`src/rtl/regfile_dump_pkg.sv`:
```
`default_nettype none
// ============================================================================
// Module   : regfile_dump_pkg
// Purpose  : Shared definitions for the register-file dump engine: FSM state
//            encoding, default geometry and the index helper functions.
// Ports    : (package - none)
// Revision : 1.0 - initial release
// ============================================================================
package regfile_dump_pkg;

    localparam int DEF_NUM_REGS = 32;
    localparam int DEF_ADDR_W   = 5;

    typedef logic [1:0] state_t;

    localparam state_t c_IDLE = 2'd0;
    localparam state_t c_LOAD = 2'd1;
    localparam state_t c_SEND = 2'd2;

    // Next register index, wrapping from the last register back to 0.
    function automatic logic [31:0] inc_wrap(input logic [31:0] i, input int unsigned n);
        return (i == n - 1) ? 32'd0 : i + 32'd1;
    endfunction

    // Out-of-range indices are pinned to the last register.
    function automatic logic [31:0] clamp_idx(input logic [31:0] i, input int unsigned n);
        return (i >= n) ? n - 1 : i;
    endfunction

endpackage
`default_nettype wire

```
`src/rtl/regfile_dump_idx.sv`:
```
`default_nettype none
// ============================================================================
// Module   : regfile_dump_idx
// Purpose  : Wrapping register-index counter for the dump engine. Holds the
//            current index and the final index of the range, both clamped to
//            the register count when loaded.
// Ports    : clk, rst           - clock, synchronous active-high reset
//            i_load             - capture clamped start/end indices
//            i_inc_en           - advance current index (wraps at NUM_REGS-1)
//            i_start_idx/i_end_idx - raw range bounds
//            o_start_clamped    - clamped i_start_idx (combinational)
//            o_idx, o_idx_inc   - current index and its wrapped successor
//            o_at_end           - current index equals final index
// Revision : 1.0 - initial release
// ============================================================================
module regfile_dump_idx
    import regfile_dump_pkg::*;
#(
    parameter int NUM_REGS = DEF_NUM_REGS,
    parameter int ADDR_W   = DEF_ADDR_W
) (
    input  logic              clk,
    input  logic              rst,
    input  logic              i_load,
    input  logic              i_inc_en,
    input  logic [ADDR_W-1:0] i_start_idx,
    input  logic [ADDR_W-1:0] i_end_idx,
    output logic [ADDR_W-1:0] o_start_clamped,
    output logic [ADDR_W-1:0] o_idx,
    output logic [ADDR_W-1:0] o_idx_inc,
    output logic              o_at_end
);

    logic [ADDR_W-1:0] r_idx;
    logic [ADDR_W-1:0] r_end;
    logic [ADDR_W-1:0] w_end_clamped;

    assign o_start_clamped = ADDR_W'(clamp_idx(32'(i_start_idx), NUM_REGS));
    assign w_end_clamped   = ADDR_W'(clamp_idx(32'(i_end_idx), NUM_REGS));
    assign o_idx_inc       = ADDR_W'(inc_wrap(32'(r_idx), NUM_REGS));
    assign o_idx           = r_idx;
    assign o_at_end        = (r_idx == r_end);

    always_ff @(posedge clk) begin
        if (rst) begin
            r_idx <= '0;
            r_end <= '0;
        end else if (i_load) begin
            r_idx <= o_start_clamped;
            r_end <= w_end_clamped;
        end else if (i_inc_en) begin
            r_idx <= o_idx_inc;
        end
    end

endmodule
`default_nettype wire

```
`src/rtl/regfile_dump.sv`:
```
`default_nettype none
// ============================================================================
// Module   : regfile_dump
// Purpose  : Walks a contiguous (possibly wrapping) range of registers through
//            one register-file read port and streams each value out on a
//            valid/ready interface with backpressure.
// Ports    : clock, ctrl_reset      - clock, synchronous active-low reset
//            start, abort           - launch / terminate a dump
//            start_idx, end_idx     - range bounds, sampled with start
//            rd_addr, rd_data       - combinational register-file read port
//            out_valid, out_ready   - output handshake
//            out_data, out_index    - captured value and its index
//            busy                   - dump in progress (LOAD or SEND)
//            done                   - one-cycle pulse after final beat
// Revision : 1.0 - initial release
// ============================================================================
module regfile_dump
    import regfile_dump_pkg::*;
#(
    parameter int NUM_REGS = DEF_NUM_REGS,
    parameter int DATA_W   = 32,
    parameter int ADDR_W   = DEF_ADDR_W
) (
    input  logic              clock,
    input  logic              ctrl_reset,
    input  logic              start,
    input  logic              abort,
    input  logic [ADDR_W-1:0] start_idx,
    input  logic [ADDR_W-1:0] end_idx,
    output logic [ADDR_W-1:0] rd_addr,
    input  logic [DATA_W-1:0] rd_data,
    output logic              out_valid,
    input  logic              out_ready,
    output logic [DATA_W-1:0] out_data,
    output logic [ADDR_W-1:0] out_index,
    output logic              busy,
    output logic              done
);

    state_t            r_state;
    state_t            w_next_state;
    logic [DATA_W-1:0] r_data;
    logic [ADDR_W-1:0] r_index;
    logic              r_done;

    logic              w_rst;
    logic              w_load_idx;
    logic              w_inc_en;
    logic              w_cap_en;
    logic              w_done_set;
    logic [ADDR_W-1:0] w_cap_index;
    logic [ADDR_W-1:0] w_start_clamped;
    logic [ADDR_W-1:0] w_idx;
    logic [ADDR_W-1:0] w_idx_inc;
    logic              w_at_end;

    assign w_rst = ~ctrl_reset;

    regfile_dump_idx #(
        .NUM_REGS (NUM_REGS),
        .ADDR_W   (ADDR_W)
    ) u_idx (
        .clk             (clock),
        .rst             (w_rst),
        .i_load          (w_load_idx),
        .i_inc_en        (w_inc_en),
        .i_start_idx     (start_idx),
        .i_end_idx       (end_idx),
        .o_start_clamped (w_start_clamped),
        .o_idx           (w_idx),
        .o_idx_inc       (w_idx_inc),
        .o_at_end        (w_at_end)
    );

    // In SEND the read port already looks one register ahead so the next
    // beat can be captured on the same edge the current one is accepted.
    always_comb begin
        w_next_state = r_state;
        w_load_idx   = 1'b0;
        w_inc_en     = 1'b0;
        w_cap_en     = 1'b0;
        w_done_set   = 1'b0;
        rd_addr      = w_start_clamped;
        case (r_state)
            c_IDLE: begin
                rd_addr = w_start_clamped;
                if (start) begin
                    w_load_idx   = 1'b1;
                    w_next_state = c_LOAD;
                end
            end
            c_LOAD: begin
                rd_addr = w_idx;
                if (abort) begin
                    w_next_state = c_IDLE;
                end else begin
                    w_cap_en     = 1'b1;
                    w_next_state = c_SEND;
                end
            end
            c_SEND: begin
                rd_addr = w_idx_inc;
                // abort wins over completion so an aborted dump never pulses done.
                if (abort) begin
                    w_next_state = c_IDLE;
                end else if (out_ready) begin
                    if (w_at_end) begin
                        w_next_state = c_IDLE;
                        w_done_set   = 1'b1;
                    end else begin
                        w_inc_en = 1'b1;
                        w_cap_en = 1'b1;
                    end
                end
            end
            default: w_next_state = c_IDLE;
        endcase
    end

    assign w_cap_index = (r_state == c_LOAD) ? w_idx : w_idx_inc;

    always_ff @(posedge clock) begin
        if (!ctrl_reset) begin
            r_state <= c_IDLE;
            r_done  <= 1'b0;
        end else begin
            r_state <= w_next_state;
            r_done  <= w_done_set;
        end
    end

    // Enable-gated capture register: holds the beat stable under backpressure.
    always_ff @(posedge clock) begin
        if (!ctrl_reset) begin
            r_data  <= '0;
            r_index <= '0;
        end else if (w_cap_en) begin
            r_data  <= rd_data;
            r_index <= w_cap_index;
        end
    end

    assign out_valid = (r_state == c_SEND);
    assign busy      = (r_state != c_IDLE);
    assign done      = r_done;
    assign out_data  = r_data;
    assign out_index = r_index;

endmodule
`default_nettype wire
```
`config.mk`:
```
export PLATFORM = sky130hd
export DESIGN_NAME = regfile_dump
export DESIGN_NICKNAME = d
export VERILOG_FILES = /design/src/rtl/regfile_dump_pkg.sv /design/src/rtl/regfile_dump_idx.sv /design/src/rtl/regfile_dump.sv
export SDC_FILE = /design/constraint.sdc
export NUM_CORES = 1
export LEC_CHECK = 0
export BUFFER_PORTS_ARGS = -buffer_cell sky130_fd_sc_hd__buf_2
export CAP_MARGIN = 10
export CORE_UTILIZATION = 50
export DETAILED_ROUTE_END_ITERATION = 6
export PLACE_DENSITY = 0.88
export RECOVER_POWER = 100
export SYNTH_ARGS = -nofsm -noshare
export SYNTH_HDL_FRONTEND = slang
export SYNTH_SLANG_ARGS = --single-unit
```
`constraint.sdc`:
```
create_clock -name clock -period 2.5 [get_ports clock]
set_input_delay 0.25 -clock clock [delete_from_list [all_inputs] [get_ports clock]]
set_output_delay 0.25 -clock clock [all_outputs]
set_load 0.1 [all_outputs]
```
Word-level counts from Yosys, hierarchy flattened

Index checks and enable logic that the tools add are counted.

Add/subtract/negate cells: 1
$mul: 0
Div/mod/pow operators: 0
$lt $le $gt $ge: 0
Equality and inequality tests: 7
Shift-type cells: 0
Multiplexer cells: 20
Bitwise gates (word level): 3
Reductions and logical operators: 5

Operators with widths:

| operator                                                                 | count |
|---|---|
| 5-bit two-way mux                                                        | 4 |
| 2-bit two-way mux                                                        | 5 |
| 5-bit case mux with 2 select lines                                       | 1 |
| 1-bit two-way mux                                                        | 8 |
| 3-bit by 2-bit inequality test with 1-bit output (second input constant) | 2 |
| 2-bit case mux with 3 select lines                                       | 1 |
| 5-bit by 1-bit adder with 5-bit output (second input constant)           | 1 |
| 5-bit == test                                                            | 1 |
| 5-bit == test (second input constant)                                    | 1 |
| 2-bit nonzero test                                                       | 2 |
| 4-bit OR reduction                                                       | 1 |
| 1-bit inverter                                                           | 3 |
| 3-bit AND reduction                                                      | 1 |
| 2-bit by 1-bit == test with 1-bit output (second input constant)         | 1 |
| 2-bit == test (second input constant)                                    | 1 |
| 2-bit zero test                                                          | 1 |
| 2-bit inequality test (second input constant)                            | 1 |
| 1-bit case mux with 2 select lines                                       | 1 |

Flip-flop bits (word level): 50
Bits in latches: 0
Memory bits (writable): 0
Memory bits (read-only): 0
Input port bits: 47
Output and inout port bits: 45
Logic and storage cells: 42
Memories: 0

Longest topological paths before layout

Gate-level depths: netlist of run 1.

Depth after elaboration: 7
Depth in mapped cells: 8
Mapped depth without buffers: 7

By module

A second synthesis of run 1 with hierarchy kept.

Cell total of the unflattened synthesis: 270
Area total of the unflattened synthesis: 2277.2 µm²

By module, submodules not included:

| module           | times used | cells an instance | area each (µm²) | seq. area each (µm²) |
|---|---|---|---|---|
| regfile_dump     | 1          | 206               | 1681.6          | 800.8 |
| regfile_dump_idx | 1          | 64                | 595.6           | 200.2 |

Least setup slack after synthesis of run 1

No wires, ideal clock.

Path type: reg2out
Start point: register r_state[0]
End point: output port rd_addr[3]
Arrival time: 3.387 ns
Data required time: 2.250 ns
Path slack: -1.137 ns
Stages on the path, launching flop included: 6
Path buffers: 0
Cells stage by stage: dfxtp_1 inv_1 ha_1 nand2b_1 or3_1 a31oi_1

Cells in the longest elaborated chain, start to end: 2
Elaborated cells on any way between the ends: 3
Those cells by class: eq/ne (2); mux (1)

Ends and longest elaborated chain:

| item                               | RTL line            | text |
|---|---|---|
| from (decl)                        | regfile_dump.sv:40  | `state_t r_state;` |
| from (signal assigned)             | regfile_dump.sv:124 | `r_state <= c_IDLE;` |
| from (signal assigned)             | regfile_dump.sv:127 | `r_state <= w_next_state;` |
| 2-bit == test                      | -                   |  |
| named net out_valid                | regfile_dump.sv:32  | `output logic out_valid,` |
| 5-bit case mux with 2 select lines | regfile_dump.sv:84  | `case (r_state)` |
| to (decl)                          | regfile_dump.sv:30  | `output logic [ADDR_W-1:0] rd_addr,` |

The timed path passes the listed nets, and every way through them passes these cells.

Worst setup path in the final report of run 1

Start point: register u_idx.r_idx[1] (netlist: u_idx.o_idx[1])
End point: output port rd_addr[3]

Cells in the longest elaborated chain, start to end: 3
Elaborated cells on any way between the ends: 4
Those cells by class: add/sub (1); eq/ne (1); mux (2)

Ends and longest elaborated chain:

| item                                                                           | RTL line               | text |
|---|---|---|
| from (decl)                                                                    | regfile_dump_idx.sv:34 | `logic [ADDR_W-1:0] r_idx;` |
| from (signal assigned)                                                         | regfile_dump_idx.sv:49 | `r_idx <= o_start_clamped;` |
| from (signal assigned)                                                         | regfile_dump_idx.sv:52 | `r_idx <= o_idx_inc;` |
| 5-bit by 1-bit adder with 5-bit output / 5-bit == test (equally long branches) | regfile_dump_pkg.sv:22 | `return (i == n - 1) ? 32'd0 : i + 32'd1;` |
| 5-bit two-way mux *                                                            | regfile_dump_pkg.sv:22 |  |
| 5-bit case mux with 2 select lines *                                           | regfile_dump.sv:84     |  |

Every way passes the cells marked *; elsewhere a longest branch is shown, timed or not.

==> results.txt, run 1 <==
- Result of the run: completed
* Area of the die: 5430 sq um
* Clock Root Buffer: sky130_fd_sc_hd__clkbuf_8
* Drt initial violations: 169
- Mean instance size in the synthesized netlist: 8.89 sq um
* Slowest library cell on the worst path: sky130_fd_sc_hd__or3_4
- Vias per cell: 5.18
- Pin count of the biggest net entering global routing: 44
* Number of top-level pins: 92
- The hold violation count in the final report was 0.
- Routability-driven placement finished with a final weighted congestion of 0.993.
- The die is 73.7 um wide.
* Routed wirelength normalized by instance count: 13.1 um
- Combined area of all synthesized cells: 2570 sq um
- Mapped Cells: 289
* Worst Setup Start Kind: register
* # DRC: 0
* GRT overflow: 0
- Number of instances on the worst hold path: 3
- Relative to the synthesized area, the layout overhead comes to 24.1%.
* Via total after detailed routing: 2294
* Synth Warn #: 0
- Post-layout nets: 429
- After the flow finishes, the layout carries non-filler instances totaling 443.
* Detailed Route WL: 5800 um
- Maximum frequency from static timing analysis: 410 MHz
- Vertical die dimension: 73.7 um
- Share of the cycle needed by the critical path after routing: 97.5%
- At the worst endpoint, the required time is 2250 ps.
- The via count of the first global-routing pass was 2004.
- Number of hold-repair buffers added at the cts stage: 0
* Sequence of cells on the critical path: ha_2, and3_1, ha_2, nand2b_4, or3_4, a31oi_4, buf_12
- Tightest Pin Transition: 1220 ps
- After layout, the minimum clock period comes to 2440 ps.
* DP Worst Slack: 192 ps
* Placed wire-length estimate after detailed placement: 4220 um
- Number of distinct library cells after synthesis: 38
* Synthesized Nets: 342
* Sinks on Clock Net: 50
- Effective utilization at floorplan: 53.3%
* Data arrival time of the critical path: 2190 ps
- Clock tree from TritonCTS: built
- The H-tree was split into 2 levels.
- After synthesis the netlist holds a flip-flop and latch count of 50.
* Core Box Area: 4820 sq um
* Number of cells traversed by the worst register-to-register path: 7
* Final Setup Violations: 0
* First-pass GRT wire length: 8910 um
- Number of antenna repair diodes: 0
* Total leakage power: 1.30 nW
- The max-slew violation count was 0.
- The number of antenna violations at the first check in global routing came to 0.
- TritonCTS Buffers: 5
- Capturing element type of the critical path: output port
- The largest single stage delay on the critical path is 390 ps.
- For the worst-skew pair, the clock arrives at the later sink with an insertion delay of 300 ps.
* Post-layout util: 66.2%
- Overall global routing resource usage: 21.5%
* Count of maximum capacitance violations: 0
- CP Max Fanout: 5
- Clock-pin transition on the worst setup and hold timing paths: 90 ps
- Placed Cells: 434
* Number of core rows: 25
- Share of post-route cells with drive strength above 1: 23.4%
* Final ANT Viol Nets: 0
* Peak supply drop: 0.663 mV
* Share of the yosys chip area belonging to registers: 39.0%
- The worst setup path is of the reg -> out kind.
- Before antenna repair, the detailed router went through 4 iterations.
* Normalized max-slew margin: 19.2%
- In this design, the critical path's most frequently occurring cell is sky130_fd_sc_hd__ha_2.
- The count of buffers added on input and output ports is 91.
- Hold Path Class: in -> reg
- Power density cells: 961 nW/um^2
- After layout, the worst setup slack is 61.6 ps.
- Number of buffers on the longest clock path: 2
- Across the routed clock network, the largest skew measured is 9.81 ps.
-- what timing repair did --
item                       CTS  global route
setup endpoints to repair    1             2
resized for setup            5             1
buffers inserted             0             2
-- layout by cell type, fill, tap and decap left out, types with 4 or more instances in the layout --
master and count:
sky130_fd_sc_hd__a21boi_0 5, sky130_fd_sc_hd__buf_2 47, sky130_fd_sc_hd__buf_4 9, sky130_fd_sc_hd__clkbuf_1 38, sky130_fd_sc_hd__clkbuf_2 4, sky130_fd_sc_hd__clkbuf_8 5, sky130_fd_sc_hd__dfxtp_1 49, sky130_fd_sc_hd__ha_1 4
sky130_fd_sc_hd__inv_1 5, sky130_fd_sc_hd__mux2i_1 44, sky130_fd_sc_hd__nand2_1 92, sky130_fd_sc_hd__nor2_1 7, sky130_fd_sc_hd__o21a_1 4, sky130_fd_sc_hd__o21ai_0 8
-- where the power goes --
part	switching, mW	internal [mW]
clock network	0.259	0.191
logic	1.21	0.467
registers	0.0554	0.878
-- logic make-up after synthesis --
group / count (synthesis) / synth area share, %
AND/OR/NAND/NOR: 119 / 20.1
flip-flops: 50 / 39.0
multiplexers: 46 / 18.0
AO/OA/AOI/OAI: 36 / 9.60
buffers and inverters: 26 / 5.89
XOR/XNOR: 6 / 4.53
adder cells (fa/ha/maj): 6 / 2.92
-- flip-flops by register name, indices dropped and copies added, names as in the netlist --
name and count:
out_data 32, u_idx.r_end 5, done 1, u_idx.o_idx 5, out_index 5, r_state 2
-- final cells by class --
cell class | instances | area [sq um]
multi-input cells | 213 | 1480
repair buffers | 101 | 517
inverters | 5 | 18.8
fillers | 446 | 1630
clock inverters | 2 | 15.0
flip-flops and latches | 50 | 1000
well taps | 67 | 83.8
clock buffers | 5 | 68.8
-- per-layer routing --
layer  up-vias  track usage, %  share of wire (%)
met5         -               0                  0
met4         0            10.0                3.3
met3        20            3.98                5.1
met2        94            38.5                 50
met1      1040            24.5                 42
li1       1140               -                  -
-- critical path: cells and delay by family (launching register included) --
kind / cells / cell delay, ps
compound gates: 1 / 210
fa+ha+maj: 2 / 390
buf+inv: 1 / 190
flops: 1 / 360
simple gates: 3 / 740
-- path summary, 6_finish.rpt --
| check | from | end | slack, ps |
|---|---|---|---|
| max | u_idx.o_idx[1]$_SDFFE_PN0P_ | rd_addr[3] | 60 |
| min | rd_data[22] | out_data[22]$_SDFFE_PN0P_ | 180 |
| max reg2reg | r_state[1]$_SDFFE_PN0P_ | out_data[11]$_SDFFE_PN0P_ | 190 |
| min reg2reg | out_data[28]$_SDFFE_PN0P_ | out_data[28]$_SDFFE_PN0P_ | 460 |
-- through the flow --
stage / hold slack [ps] / total power [mW] / TNS, ps / cell area [sq um]
detailed placement: 446 / 2.63 / 0 / 3130
floorplan: 392 / 2.32 / -266 / 2620
CTS: 172 / 3.09 / 0 / 3230
finish: 182 / 3.07 / 0 / 3190
global route: 174 / 3.21 / -3.30 / 3190
global placement: 439 / 2.60 / 0 / 3130
-- synthesized netlist by cell type --
master                      n  area share [%]
sky130_fd_sc_hd__xnor2_4    3             3.2
sky130_fd_sc_hd__mux2_2     2            0.88
sky130_fd_sc_hd__nor2b_1    2            0.49
sky130_fd_sc_hd__inv_1      5            0.73
sky130_fd_sc_hd__o22ai_2    1            0.49
sky130_fd_sc_hd__a21oi_1    3            0.58
sky130_fd_sc_hd__and4b_1    1            0.39
sky130_fd_sc_hd__nor2_1     7             1.0
sky130_fd_sc_hd__xnor2_2    1            0.63
sky130_fd_sc_hd__nand3b_2   1            0.44
sky130_fd_sc_hd__a31oi_1    2            0.49
sky130_fd_sc_hd__o22ai_1    1            0.24
sky130_fd_sc_hd__nor3_1     2            0.39
sky130_fd_sc_hd__a21boi_0   5             1.5
sky130_fd_sc_hd__xnor2_1    2            0.68
sky130_fd_sc_hd__buf_2      1            0.19
sky130_fd_sc_hd__o21ai_1    1            0.19
sky130_fd_sc_hd__o21a_1     4             1.2
sky130_fd_sc_hd__and2_1     2            0.49
sky130_fd_sc_hd__mux2i_1   44              17
sky130_fd_sc_hd__or3_1      1            0.24
sky130_fd_sc_hd__nand3_4    1            0.68
sky130_fd_sc_hd__nor4_1     2            0.49
sky130_fd_sc_hd__a22oi_1    3            0.88
sky130_fd_sc_hd__and3_1     2            0.49
sky130_fd_sc_hd__ha_1       6             2.9
sky130_fd_sc_hd__and3b_1    1            0.34
sky130_fd_sc_hd__o211ai_1   3            0.88
sky130_fd_sc_hd__nand3_1    3            0.58
sky130_fd_sc_hd__o31ai_1    3            0.88
sky130_fd_sc_hd__nand2b_1   1            0.24
sky130_fd_sc_hd__nand2_1   92              13
sky130_fd_sc_hd__dfxtp_1   50              39
sky130_fd_sc_hd__nor4b_1    1            0.34
sky130_fd_sc_hd__o21ai_0    8             1.6
sky130_fd_sc_hd__buf_6      7             3.1
sky130_fd_sc_hd__o211a_1    2            0.78
sky130_fd_sc_hd__clkbuf_1  13             1.9
(Power assumes the default switching activity.)
==> run 2, diff against run 1 <==
--- a/config.mk
+++ b/config.mk
@@ -7,10 +7,11 @@
 export LEC_CHECK = 0
 export BUFFER_PORTS_ARGS = -buffer_cell sky130_fd_sc_hd__buf_2
 export CAP_MARGIN = 10
-export CORE_UTILIZATION = 50
+export CORE_UTILIZATION = 48
 export DETAILED_ROUTE_END_ITERATION = 6
-export PLACE_DENSITY = 0.88
-export RECOVER_POWER = 100
+export PLACE_DENSITY = 0.87
+export RECOVER_POWER = 25
 export SYNTH_ARGS = -nofsm -noshare
 export SYNTH_HDL_FRONTEND = slang
+export SYNTH_HIERARCHICAL = 1
 export SYNTH_SLANG_ARGS = --single-unit
==> run 2 against run 1 <==
  * The run now ends with DRC left
  * Sequential power is 7.5% lower
  * Global-route usage is 0.62 points lower
  * Clock-buffer cell count unchanged
  * Combinational power decreased by 57%
  * Via count fell by 7.8%
  * Critical path type unchanged
  * Largest power group is now sequential cells
==> results.txt, run 2 <==
* Hold Path Class: in -> reg
- First-pass GRT wire length: 8410 um
* Final ANT Viol Nets: 0
- Clock-pin slew was measured on the worst setup and hold paths at 100 ps.
- For this design the ratio of total power to cell area is 749 nW/um^2.
- The root buffer cell chosen for the clock tree is sky130_fd_sc_hd__clkbuf_8.
- GRT overflow: 0
- The routed design could run at a clock period as short as 2410 ps.
- Main combinational cell family by area after synthesis: simple AND/OR/NAND/NOR gates
- Number of top-level pins: 92
* Vias per cell: 5.25
- Synth Warn #: 6
- Placer congestion estimate: 0.832
- The synthesized netlist devotes 16.5% of its cell area to compound gates.
- Count of port buffers added during placement: 91
- CP Max Fanout: 5
* Sinks on Clock Net: 50
* Worst Setup Start Kind: register
- Non-filler instance count after layout: 403
- Fin. max-slew vios: 0
* DP Worst Slack: 172 ps
- Crit path required time: 2250 ps
- Most common flop cell mapped by yosys: sky130_fd_sc_hd__dfxtp_1
- Count of maximum capacitance violations: 0
- Post-layout util: 65.2%
* Setup repair after global routing missed its margin: false
* Detailed Route WL: 5170 um
* Setup_tns: 0 ps
- For this run, asynchronously set or reset flops after synthesis account for 0%.
- In this run the static leakage power is 1.23 nW.
* Routed wirelength normalized by instance count: 12.8 um
* Number of buffers on the longest clock path: 2
- Sequential cells burn 39.8% of the power.
- Mapped Cells: 270
* Most frequent standard cell in the layout excluding fill and tap cells: sky130_fd_sc_hd__buf_2
- Crit path kind: reg -> out
- Number of flip-flops in the largest register: 32
* Synthesized-area fraction occupied by adder cells: 3.30%
- Placed wire-length estimate after detailed placement: 3750 um
- Dividing the final minimum period by the clock period gives 96.5%.
* Simple-Gate Fraction of Synth Area: 22.2%
* Most frequent cell after synthesis: sky130_fd_sc_hd__dfxtp_1
- Number of global-route vias before repair: 1939
- Final Setup Violations: 0
- Final worst slack: 86.8 ps
- TritonCTS Buffers: 5
- Violated checks: DRC
* Clock tree from TritonCTS: built
- The mapped netlist covers 2280 sq um.
* Result of the run: finished, violations left
- Skew final: 5.91 ps
- Effective utilization at floorplan: 51.2%
* Die span in x: 70.9 um
- Mean instance size in the synthesized netlist: 8.43 sq um
- The first detailed-routing pass took 6 iterations.
- Post-synthesis to final-layout area growth: 27.3%
- Peak supply drop: 0.469 mV
- Drt initial violations: 160
- Count of flip-flops with a built-in enable after synthesis: 0
* Post-synthesis mux area share: 4.67%
- The floorplan step defined a core boundary enclosing 4440 sq um.
* Placed Cells: 395
* Internal portion of total power: 1.33 mW
- The hold violation count in the final report was 0.
- Once the clock tree was built, the setup fixing pass inserted 0 buffers.
* Most common library cells after synthesis: sky130_fd_sc_hd__dfxtp_1 (50), sky130_fd_sc_hd__nand2_1 (38), sky130_fd_sc_hd__nand3_1 (33)
- The analysis attributes to net switching a power of 0.846 mW.
* Synthesized Nets: 323
- The net count of the finished layout is 403.
* H-Tree Depth: 2
- Maximum frequency from static timing analysis: 414 MHz
* Pin count of the biggest net entering global routing: 70
* Worst hold slack after final layout: 166 ps
- Number of distinct library cells after synthesis: 44
- Antenna violations before repair: 0
- Data arrival time of the critical path: 2160 ps
- Summing the areas of all xor and xnor instances in the mapped netlist gives 2.31% of the synthesized area.
- Share of the yosys chip area belonging to registers: 44.0%
- Area of the die: 5020 sq um
* Tightest Pin Transition: 1180 ps
- The largest total area in the synthesized netlist belongs to sky130_fd_sc_hd__dfxtp_1.
- Normalized max-slew margin: 21.6%
- Total of flip-flops plus latches after synthesis: 50
* Number of antenna repair diodes: 0
- Clock latency of the later-clocked register in the worst-skew pair: 300 ps
- Top cells by area, synth: sky130_fd_sc_hd__dfxtp_1 (44%), sky130_fd_sc_hd__nand3_1 (7.3%), sky130_fd_sc_hd__nand2_1 (6.3%)
- The initialized floorplan defines 24 standard-cell rows.
- Capturing element type of the critical path: output port
- Proportion of power drawn by the clock network: 27.0%
- In this run switching power makes up 39.0% of total power.
- Comb power frac: 33.2%
- Summing over every cut layer, the via total after detailed routing is 2114.
- Of the post-synthesis cell area, the dominant cell type holds 44.0%.
- # DRC: 24
* Top library cells by usage in the layout, fill and taps aside: sky130_fd_sc_hd__buf_2 (65), sky130_fd_sc_hd__dfxtp_1 (49), sky130_fd_sc_hd__nand2_1 (38)
- Overall global routing resource usage: 20.9%
- Of the cells placed in the final design, the portion with a size suffix greater than 1 is 28.8%.
- From bottom edge to top edge, the die measures 70.9 um.
## run 2: changes by cell type after synthesis, sizes merged, moves of 7 or more
cell	before	now
nand3	4	34
o21ai	9	33
nand2	92	38
nor2	7	17
a21oi	3	11
mux2i	44	8
buf	8	15
## run 2: worst max-delay path: stages (launching register included)
cell	delay, ps
sky130_fd_sc_hd__dfxtp_1	360
sky130_fd_sc_hd__ha_2	190
sky130_fd_sc_hd__and3_2	200
sky130_fd_sc_hd__ha_4	150
sky130_fd_sc_hd__and2b_1	190
sky130_fd_sc_hd__mux2_4	280
sky130_fd_sc_hd__a22oi_2	220
sky130_fd_sc_hd__a21oi_4	80
sky130_fd_sc_hd__buf_6	180
## run 2: per-stage QoR
step	cell area [sq um]	power, mW
CTS	2910	2.18
global route	2900	2.25
detailed placement	2780	1.59
finish	2900	2.17
floorplan	2330	1.47
global placement	2780	1.58
## run 2: repair_timing
action,4_1_cts,5_1_grt
hold endpoints to repair,0,0
gates resized for setup,4,5
pin swaps,0,1
endpoints found under the setup margin,2,3
hold buffers,0,0
## run 2: cells by family after synthesis
family | count (synthesis)
AOI/OAI and AO/OA | 61
muxes | 10
DFF | 50
and+or+nand+nor | 106
xor gates and xnor gates | 6
adders and majority gates | 6
buffers and inverters | 31
## run 2: final timing paths
check / startpoint / end / slack [ps] / cells past startpoint
max: u_idx/o_idx[1]$_SDFFE_PP0P_ / rd_addr[3] / 90 / 8
max reg2reg: r_state[0]$_SDFFE_PN0P_ / u_idx/o_idx[1]$_SDFFE_PP0P_ / 370 / 7
min reg2reg: out_index[3]$_SDFFE_PN0P_ / out_index[3]$_SDFFE_PN0P_ / 460 / 2
min: rd_data[9] / out_data[9]$_SDFFE_PN0P_ / 170 / 3
## run 2: layout make-up
class	count	area, sq um
inverter	7	26.3
fill	384	1550
clock inverter	3	48.8
tap	52	65.1
timing repair buffer	97	495
multi-input combinational	189	1190
sequential	50	1000
clock buffer	5	68.8
## run 2: routing by layer
layer  track usage [%]  routed length (um)  vias to the layer above
met2              38.6                2550                       73
met1              24.0                2230                      950
met4              6.00                  42                        0
met3              4.84                 348                        6
li1                  -                   -                     1085
met5                 0                   0                        -
## run 2: power groups by stage
stage	sequential, mW	clock (mW)	combinational (mW)
after detailed placement	0.880	0	0.709
after CTS	0.862	0.599	0.720
after global routing	0.868	0.624	0.763
after floorplan	1.03	0	0.439
final	0.864	0.587	0.721
after global placement	0.878	0	0.701
